`src/rtl/ascon_pkg.sv`:
```
// Shared widths, round constants, FSM encoding and rotate helper for the ASCON permutation engine.
package ascon_pkg;

  localparam int ASCON_STATE_W    = 320;
  localparam int ASCON_MAX_ROUNDS = 12;

  localparam logic [7:0] ASCON_RC [ASCON_MAX_ROUNDS] = '{
    8'hF0, 8'hE1, 8'hD2, 8'hC3, 8'hB4, 8'hA5,
    8'h96, 8'h87, 8'h78, 8'h69, 8'h5A, 8'h4B
  };

  typedef enum logic [1:0] {
    IDLE,
    RUN,
    DONE
  } perm_state_t;

  // Amounts are always 1..63 in the linear layer, so both shifts stay in range.
  function automatic logic [63:0] ror64(input logic [63:0] x, input int unsigned n);
    return (x >> n) | (x << (64 - n));
  endfunction

endpackage

```
`src/rtl/ascon_perm_engine_if.sv`:
```
// Round handshake between the AEAD phase controller (master) and the permutation engine (slave).
interface ascon_perm_engine_if;
  import ascon_pkg::*;

  logic                     round_start;
  logic                     enable;
  logic [3:0]               total_rounds;
  logic [ASCON_STATE_W-1:0] state_in;
  logic [ASCON_STATE_W-1:0] state_out;
  logic                     busy;
  logic                     round_done;

  modport master (
    output round_start, enable, total_rounds, state_in,
    input  state_out, busy, round_done
  );

  modport slave (
    input  round_start, enable, total_rounds, state_in,
    output state_out, busy, round_done
  );

endinterface

```
`src/rtl/ascon_round_fn.sv`:
```
// One combinational ASCON round: constant addition, bit-sliced S-box, linear diffusion.
module ascon_round_fn
  import ascon_pkg::*;
(
  input  logic [ASCON_STATE_W-1:0] state,
  input  logic [3:0]               rnd_idx,
  output logic [ASCON_STATE_W-1:0] next_state
);

  logic [7:0]  rc;
  logic [63:0] x0, x1, x2, x3, x4;
  logic [63:0] a0, a1, a2, a3, a4;
  logic [63:0] b0, b1, b2, b3, b4;
  logic [63:0] c0, c1, c2, c3, c4;
  logic [63:0] d0, d1, d2, d3, d4;

  // An index past the table only occurs on the unused second stage of the unrolled build.
  assign rc = (rnd_idx < 4'(ASCON_MAX_ROUNDS)) ? ASCON_RC[rnd_idx] : 8'h00;

  assign x0 = state[319:256];
  assign x1 = state[255:192];
  assign x2 = state[191:128] ^ {56'h0, rc};
  assign x3 = state[127:64];
  assign x4 = state[63:0];

  assign a0 = x0 ^ x4;
  assign a1 = x1;
  assign a2 = x2 ^ x1;
  assign a3 = x3;
  assign a4 = x4 ^ x3;

  assign b0 = a0 ^ (~a1 & a2);
  assign b1 = a1 ^ (~a2 & a3);
  assign b2 = a2 ^ (~a3 & a4);
  assign b3 = a3 ^ (~a4 & a0);
  assign b4 = a4 ^ (~a0 & a1);

  assign c0 = b0 ^ b4;
  assign c1 = b1 ^ b0;
  assign c2 = ~b2;
  assign c3 = b3 ^ b2;
  assign c4 = b4;

  assign d0 = c0 ^ ror64(c0, 19) ^ ror64(c0, 28);
  assign d1 = c1 ^ ror64(c1, 61) ^ ror64(c1, 39);
  assign d2 = c2 ^ ror64(c2, 1)  ^ ror64(c2, 6);
  assign d3 = c3 ^ ror64(c3, 10) ^ ror64(c3, 17);
  assign d4 = c4 ^ ror64(c4, 7)  ^ ror64(c4, 41);

  assign next_state = {d0, d1, d2, d3, d4};

endmodule

```
`src/rtl/ascon_perm_engine.sv`:
```
// Iterative ASCON-p engine answering round_start requests; ASCON_PERM_UNROLL2_EN chains two rounds per cycle.
module ascon_perm_engine
  import ascon_pkg::*;
(
  input logic                clk,
  input logic                rst,
  ascon_perm_engine_if.slave bus
);

  perm_state_t              state_q, state_d;
  logic [ASCON_STATE_W-1:0] data_q, data_d;
  logic [3:0]               idx_q, idx_d;
  logic [3:0]               left_q, left_d;
  logic [3:0]               n_sat;
  logic [ASCON_STATE_W-1:0] r1;

  assign n_sat = (bus.total_rounds > 4'(ASCON_MAX_ROUNDS)) ? 4'(ASCON_MAX_ROUNDS)
                                                            : bus.total_rounds;

  ascon_round_fn u_round1 (
    .state      (data_q),
    .rnd_idx    (idx_q),
    .next_state (r1)
  );

`ifdef ASCON_PERM_UNROLL2_EN
  logic [ASCON_STATE_W-1:0] r2;

  ascon_round_fn u_round2 (
    .state      (r1),
    .rnd_idx    (idx_q + 4'd1),
    .next_state (r2)
  );
`endif

  always_ff @(posedge clk) begin
    if (!rst) begin
      state_q <= IDLE;
      data_q  <= '0;
      idx_q   <= '0;
      left_q  <= '0;
    end else begin
      state_q <= state_d;
      data_q  <= data_d;
      idx_q   <= idx_d;
      left_q  <= left_d;
    end
  end

  // A request for zero rounds skips RUN and reports the untouched input.
  always_comb begin
    state_d = state_q;
    data_d  = data_q;
    idx_d   = idx_q;
    left_d  = left_q;
    unique case (state_q)
      IDLE: begin
        if (bus.round_start) begin
          data_d  = bus.state_in;
          idx_d   = 4'(ASCON_MAX_ROUNDS) - n_sat;
          left_d  = n_sat;
          state_d = (n_sat == 4'd0) ? DONE : RUN;
        end
      end
      RUN: begin
        if (bus.enable) begin
`ifdef ASCON_PERM_UNROLL2_EN
          if (left_q >= 4'd2) begin
            data_d = r2;
            idx_d  = idx_q + 4'd2;
            left_d = left_q - 4'd2;
            if (left_q == 4'd2) state_d = DONE;
          end else begin
            data_d  = r1;
            idx_d   = idx_q + 4'd1;
            left_d  = left_q - 4'd1;
            state_d = DONE;
          end
`else
          data_d = r1;
          idx_d  = idx_q + 4'd1;
          left_d = left_q - 4'd1;
          if (left_q == 4'd1) state_d = DONE;
`endif
        end
      end
      DONE:    state_d = IDLE;
      default: state_d = IDLE;
    endcase
  end

  assign bus.state_out  = data_q;
  assign bus.busy       = (state_q == RUN);
  assign bus.round_done = (state_q == DONE);

endmodule

```
`src/flat_wrapper.sv`:
```
// flat-port wrapper written by rule: the top's interface ports become plain ports
module ascon_perm_engine_flat import ascon_pkg::*;
  (clk, rst, bus_round_start, bus_enable, bus_total_rounds, bus_state_in, bus_state_out, bus_busy, bus_round_done);
  ascon_perm_engine_if bus_i ();
  input logic clk;
  input logic rst;
  input wire logic [$bits(bus_i.round_start)-1:0] bus_round_start;
  input wire logic [$bits(bus_i.enable)-1:0] bus_enable;
  input wire logic [$bits(bus_i.total_rounds)-1:0] bus_total_rounds;
  input wire logic [$bits(bus_i.state_in)-1:0] bus_state_in;
  output wire logic [$bits(bus_i.state_out)-1:0] bus_state_out;
  output wire logic [$bits(bus_i.busy)-1:0] bus_busy;
  output wire logic [$bits(bus_i.round_done)-1:0] bus_round_done;
  assign bus_i.round_start = bus_round_start;
  assign bus_i.enable = bus_enable;
  assign bus_i.total_rounds = bus_total_rounds;
  assign bus_i.state_in = bus_state_in;
  assign bus_state_out = bus_i.state_out;
  assign bus_busy = bus_i.busy;
  assign bus_round_done = bus_i.round_done;
  ascon_perm_engine u_core (.clk(clk), .rst(rst), .bus(bus_i));
endmodule
```
`config.mk`:
```
export PLATFORM = sky130hd
export DESIGN_NAME = ascon_perm_engine_flat
export DESIGN_NICKNAME = d
export VERILOG_FILES = /design/src/rtl/ascon_pkg.sv /design/src/rtl/ascon_perm_engine_if.sv /design/src/rtl/ascon_round_fn.sv /design/src/rtl/ascon_perm_engine.sv /design/src/flat_wrapper.sv
export SDC_FILE = /design/constraint.sdc
export NUM_CORES = 2
export LEC_CHECK = 0
export ABC_AREA = 1
export CORE_MARGIN = 4
export CORE_UTILIZATION = 35
export CTS_BUF_LIST = sky130_fd_sc_hd__clkbuf_2 sky130_fd_sc_hd__clkbuf_4 sky130_fd_sc_hd__clkbuf_8
export DETAILED_ROUTE_END_ITERATION = 10
export HOLD_SLACK_MARGIN = 0.03
export MAX_ROUTING_LAYER = met4
export PLACE_DENSITY = 0.56
export SLEW_MARGIN = 5
export SYNTH_ARGS = -nofsm -noshare
export SYNTH_HDL_FRONTEND = slang
export SYNTH_SLANG_ARGS = --single-unit
```
`constraint.sdc`:
```
create_clock -name clk -period 4.2 [get_ports clk]
set_input_delay 0.84 -clock clk [delete_from_list [all_inputs] [get_ports clk]]
set_output_delay 0.84 -clock clk [all_outputs]
set_load 0.01 [all_outputs]
```
==> impl_metrics.py <==
metrics = {
    "run_status": {
        "status": "completed",
    },
    "floorplan": {
        "die_w_um": 321.5,
        "start_util_pct": 35.42,
        "ioPinCount": 650,
        "core_area_mm2": 0.09714,
        "die-area_mm2": 0.1034,
        "std_cell_rows": 114,
        "die_h_um": 321.5,
    },
    "critical_path": {
        "worstSetupStartpointType": "flop",
        "crit_path_start": "u_core.bus.state_out[12]$_SDFFE_PN0P_",
        "r2r_slack_ns": 0.82,
        "crit_end": "u_core.bus.state_out[204]$_SDFFE_PN0P_",
        "timing.rr.start": "u_core.bus.state_out[12]$_SDFFE_PN0P_",
        "crit_path_frequent_cell": "nand2_1",
        "r2r_end": "u_core.bus.state_out[204]$_SDFFE_PN0P_",
        "reg2reg_depth": 11,
        "worst_path_largest_cell_delay_ns": 1.05,
        "worstPathMaxFanout": 6,
        "endpoint_kind": "flop",
        "crit_chain": "inv_1 > nand2_1 > nand2_1 > nand2_1 > nand2_1 > xnor2_2 > nand2_1 > nand3_1 > nand3_1 > nand2_1 > a21oi_1",
        "arrival_ns": 3.97,
        "slowest_stage": "xnor2_2",
        "critPathKind": "reg2reg",
        "cp.required_ns": 4.80,
    },
    "layout": {
        "drive_gt1_share_pct": 4.186,
        "stdcell_area_mm2": 0.04458,
        "fillers": 10252,
        "area_delta_synth_final_pct": 29.56,
        "nets": 7437,
        "final_common_cell": "nand2_1",
        "mostFrequentLayoutCells": "2,826 x nand2_1, 722 x nand3_1, 649 x clkdlybuf4s50_1",
    },
    "global_routing": {
        "antenna_found_initial": 31,
        "grt_max_degree": 174,
        "track_usage_pct": 47.61,
        "grt_overflow_total": 0,
        "grt_pass1_wl_um": 331500,
        "grt_pass1_vias": 41372,
    },
    "detailed_routing": {
        "vias_per_cell": 5.725,
        "wl_met1_um": 96820,
        "wl_per_cell_um": 30.10,
        "firstDrtPassIters": 7,
        "vias": 47670,
        "wl_met2_um": 103700,
        "highest_layer": "met4",
        "drt-total-wl_um": 250600,
        "wl_met3_um": 29100,
        "ant_nets": 0,
        "drt_iter0_markers": 6913,
        "drc": 0,
    },
    "synth": {
        "synth-seq-area-share_pct": 19.20,
        "synthArstFlopShare_pct": 0,
        "avgSynthCellArea_um2": 5.472,
        "ys_seq_elements": 330,
        "synth_cell_types": 33,
        "syn-num-nets": 6748,
        "syn_inst": 6288,
        "synthFlopType": "dfxtp_1",
        "ys_warn_count": 0,
        "mappedNetlistArea_mm2": 0.03441,
        "synth_edf_count": 0,
    },
    "placement": {
        "port-buffer-count": 649,
        "dpl.hpwl_um": 213400,
        "placed_area_mm2": 0.04303,
        "place_congestion": 1.138,
    },
    "hold_path": {
        "hold_path_depth": 2,
        "hold_class": "reg2reg",
    },
    "clock_network": {
        "clk_pin_slew_ns": 0.06,
        "cts_made_buffers": 67,
        "cts_root_buf": "clkbuf_8",
        "post_cts_resized": 0,
        "clock-sinks": 330,
        "postCtsSetupBuffers": 0,
        "holdBufCountCts": 0,
        "cts.htree.levels": 3,
        "cts_tree": "yes",
        "cts_max_path_buffers": 3,
        "clock_latency_ns": 0.74,
    },
    "sta": {
        "clock_skew_ns": 0.04714,
        "slew_viol_final": 0,
        "fin_crit_sh_pct": 80.36,
        "setup_tns_ns": 0,
        "final-hold-violation-count": 0,
        "worst_slew_pin_slew_ns": 1.230,
        "max_slew_margin_pct": 17.40,
        "setup_viol": 0,
        "rsz0062_at_grt": "no",
        "fmax_mhz": 296.3,
        "min_period_ns": 3.375,
    },
    "run": {
        "drv_cap": 0,
    },
}
## area by class of cell
class	instances	area, um^2	share of cell area (%)
diodes	27	67.56	0.1516
clock buffers	97	1222	2.742
clock inverters	18	259.0	0.5810
inverters	524	1976	4.432
multi-input cells	5253	25090	56.27
flip-flops and latches	330	6610	14.83
well taps	1276	1597	3.581
repair buffers	801	7762	17.41
## critical path, delay by kind of cell (launching register included)
family / cells / cell delay, ns
AO/OA/AOI/OAI: 1 / 0.08
buffers and inverters: 1 / 0.09
XOR/XNOR: 1 / 1.05
AND/OR/NAND/NOR: 8 / 1.56
flip-flops: 1 / 0.46
## sequential cells by signal (all words and copies together) (netlist names)
name	count
u_core.idx_q	4
u_core.state_q	2
u_core.left_q	4
u_core.bus.state_out	320
## cell families (layout without fill, tap and decap cells)
logic type | count (synthesis) | count (layout) | synth area share (%)
and+or+nand+nor | 4127 | 4127 | 48.15
buffers and inverters | 705 | 1440 | 8.120
AOI/OAI and AO/OA | 624 | 624 | 10.20
xor gates and xnor gates | 370 | 370 | 9.527
DFF | 330 | 330 | 19.20
adders and majority gates | 132 | 132 | 4.800
other | 0 | 27 | 0
## stage by stage
| stage | hold slack, ns | instances | util [%] | setup WS (ns) |
|---|---|---|---|---|
| 2_1_floorplan | 0.4436 | 6288 | - | 1.937 |
| 3_3_place_gp | 0.4546 | 8184 | 44.30 | 1.017 |
| 3_5_place_dp | 0.4586 | 8184 | 44.30 | 0.9837 |
| 4_1_cts | 0.4670 | 8299 | 45.82 | 1.041 |
| 5_1_grt | 0.4962 | 8322 | 45.88 | 0.7915 |
| 6_report | 0.4669 | 8326 | 45.89 | 0.8247 |
## routing by layer
| layer | up-vias | GRT usage [%] |
|---|---|---|
| met2 | 3117 | 68.26 |
| met5 | - | - |
| met1 | 22406 | 58.12 |
| met3 | 679 | 12.72 |
| met4 | 0 | 32.57 |
| li1 | 21468 | - |
## how the worst min path moves through the flow
stage / slack (ns) / start / end
5_1_grt: 0.50 / u_core.left_q[3]$_SDFFE_PN0P_ / u_core.left_q[3]$_SDFFE_PN0P_
6_report: 0.47 / u_core.left_q[3]$_SDFFE_PN0P_ / u_core.left_q[3]$_SDFFE_PN0P_
4_1_cts: 0.47 / u_core.left_q[3]$_SDFFE_PN0P_ / u_core.left_q[3]$_SDFFE_PN0P_
2_1_floorplan: 0.44 / u_core.left_q[3]$_SDFFE_PN0P_ / u_core.left_q[3]$_SDFFE_PN0P_
3_3_place_gp: 0.45 / u_core.left_q[3]$_SDFFE_PN0P_ / u_core.left_q[3]$_SDFFE_PN0P_
3_5_place_dp: 0.46 / u_core.left_q[3]$_SDFFE_PN0P_ / u_core.left_q[3]$_SDFFE_PN0P_
## cells in the mapped netlist, drive strengths merged, types with 54 or more instances
library cell,count,share of area [%]
o21ai,156,2.3
clkbuf,95,1.0
nand4,54,0.98
a21oi,336,4.9
ha,132,4.8
buf,86,1.4
dfxtp,330,19
inv,524,5.7
nor2,512,5.6
o211ai,57,1.2
xor2,218,5.5
nand3,723,11
nand2,2827,31
xnor2,152,4.0
Power is not shown: default switching activity piles up to over one toggle a cycle in this logic, so the estimate is an artifact.
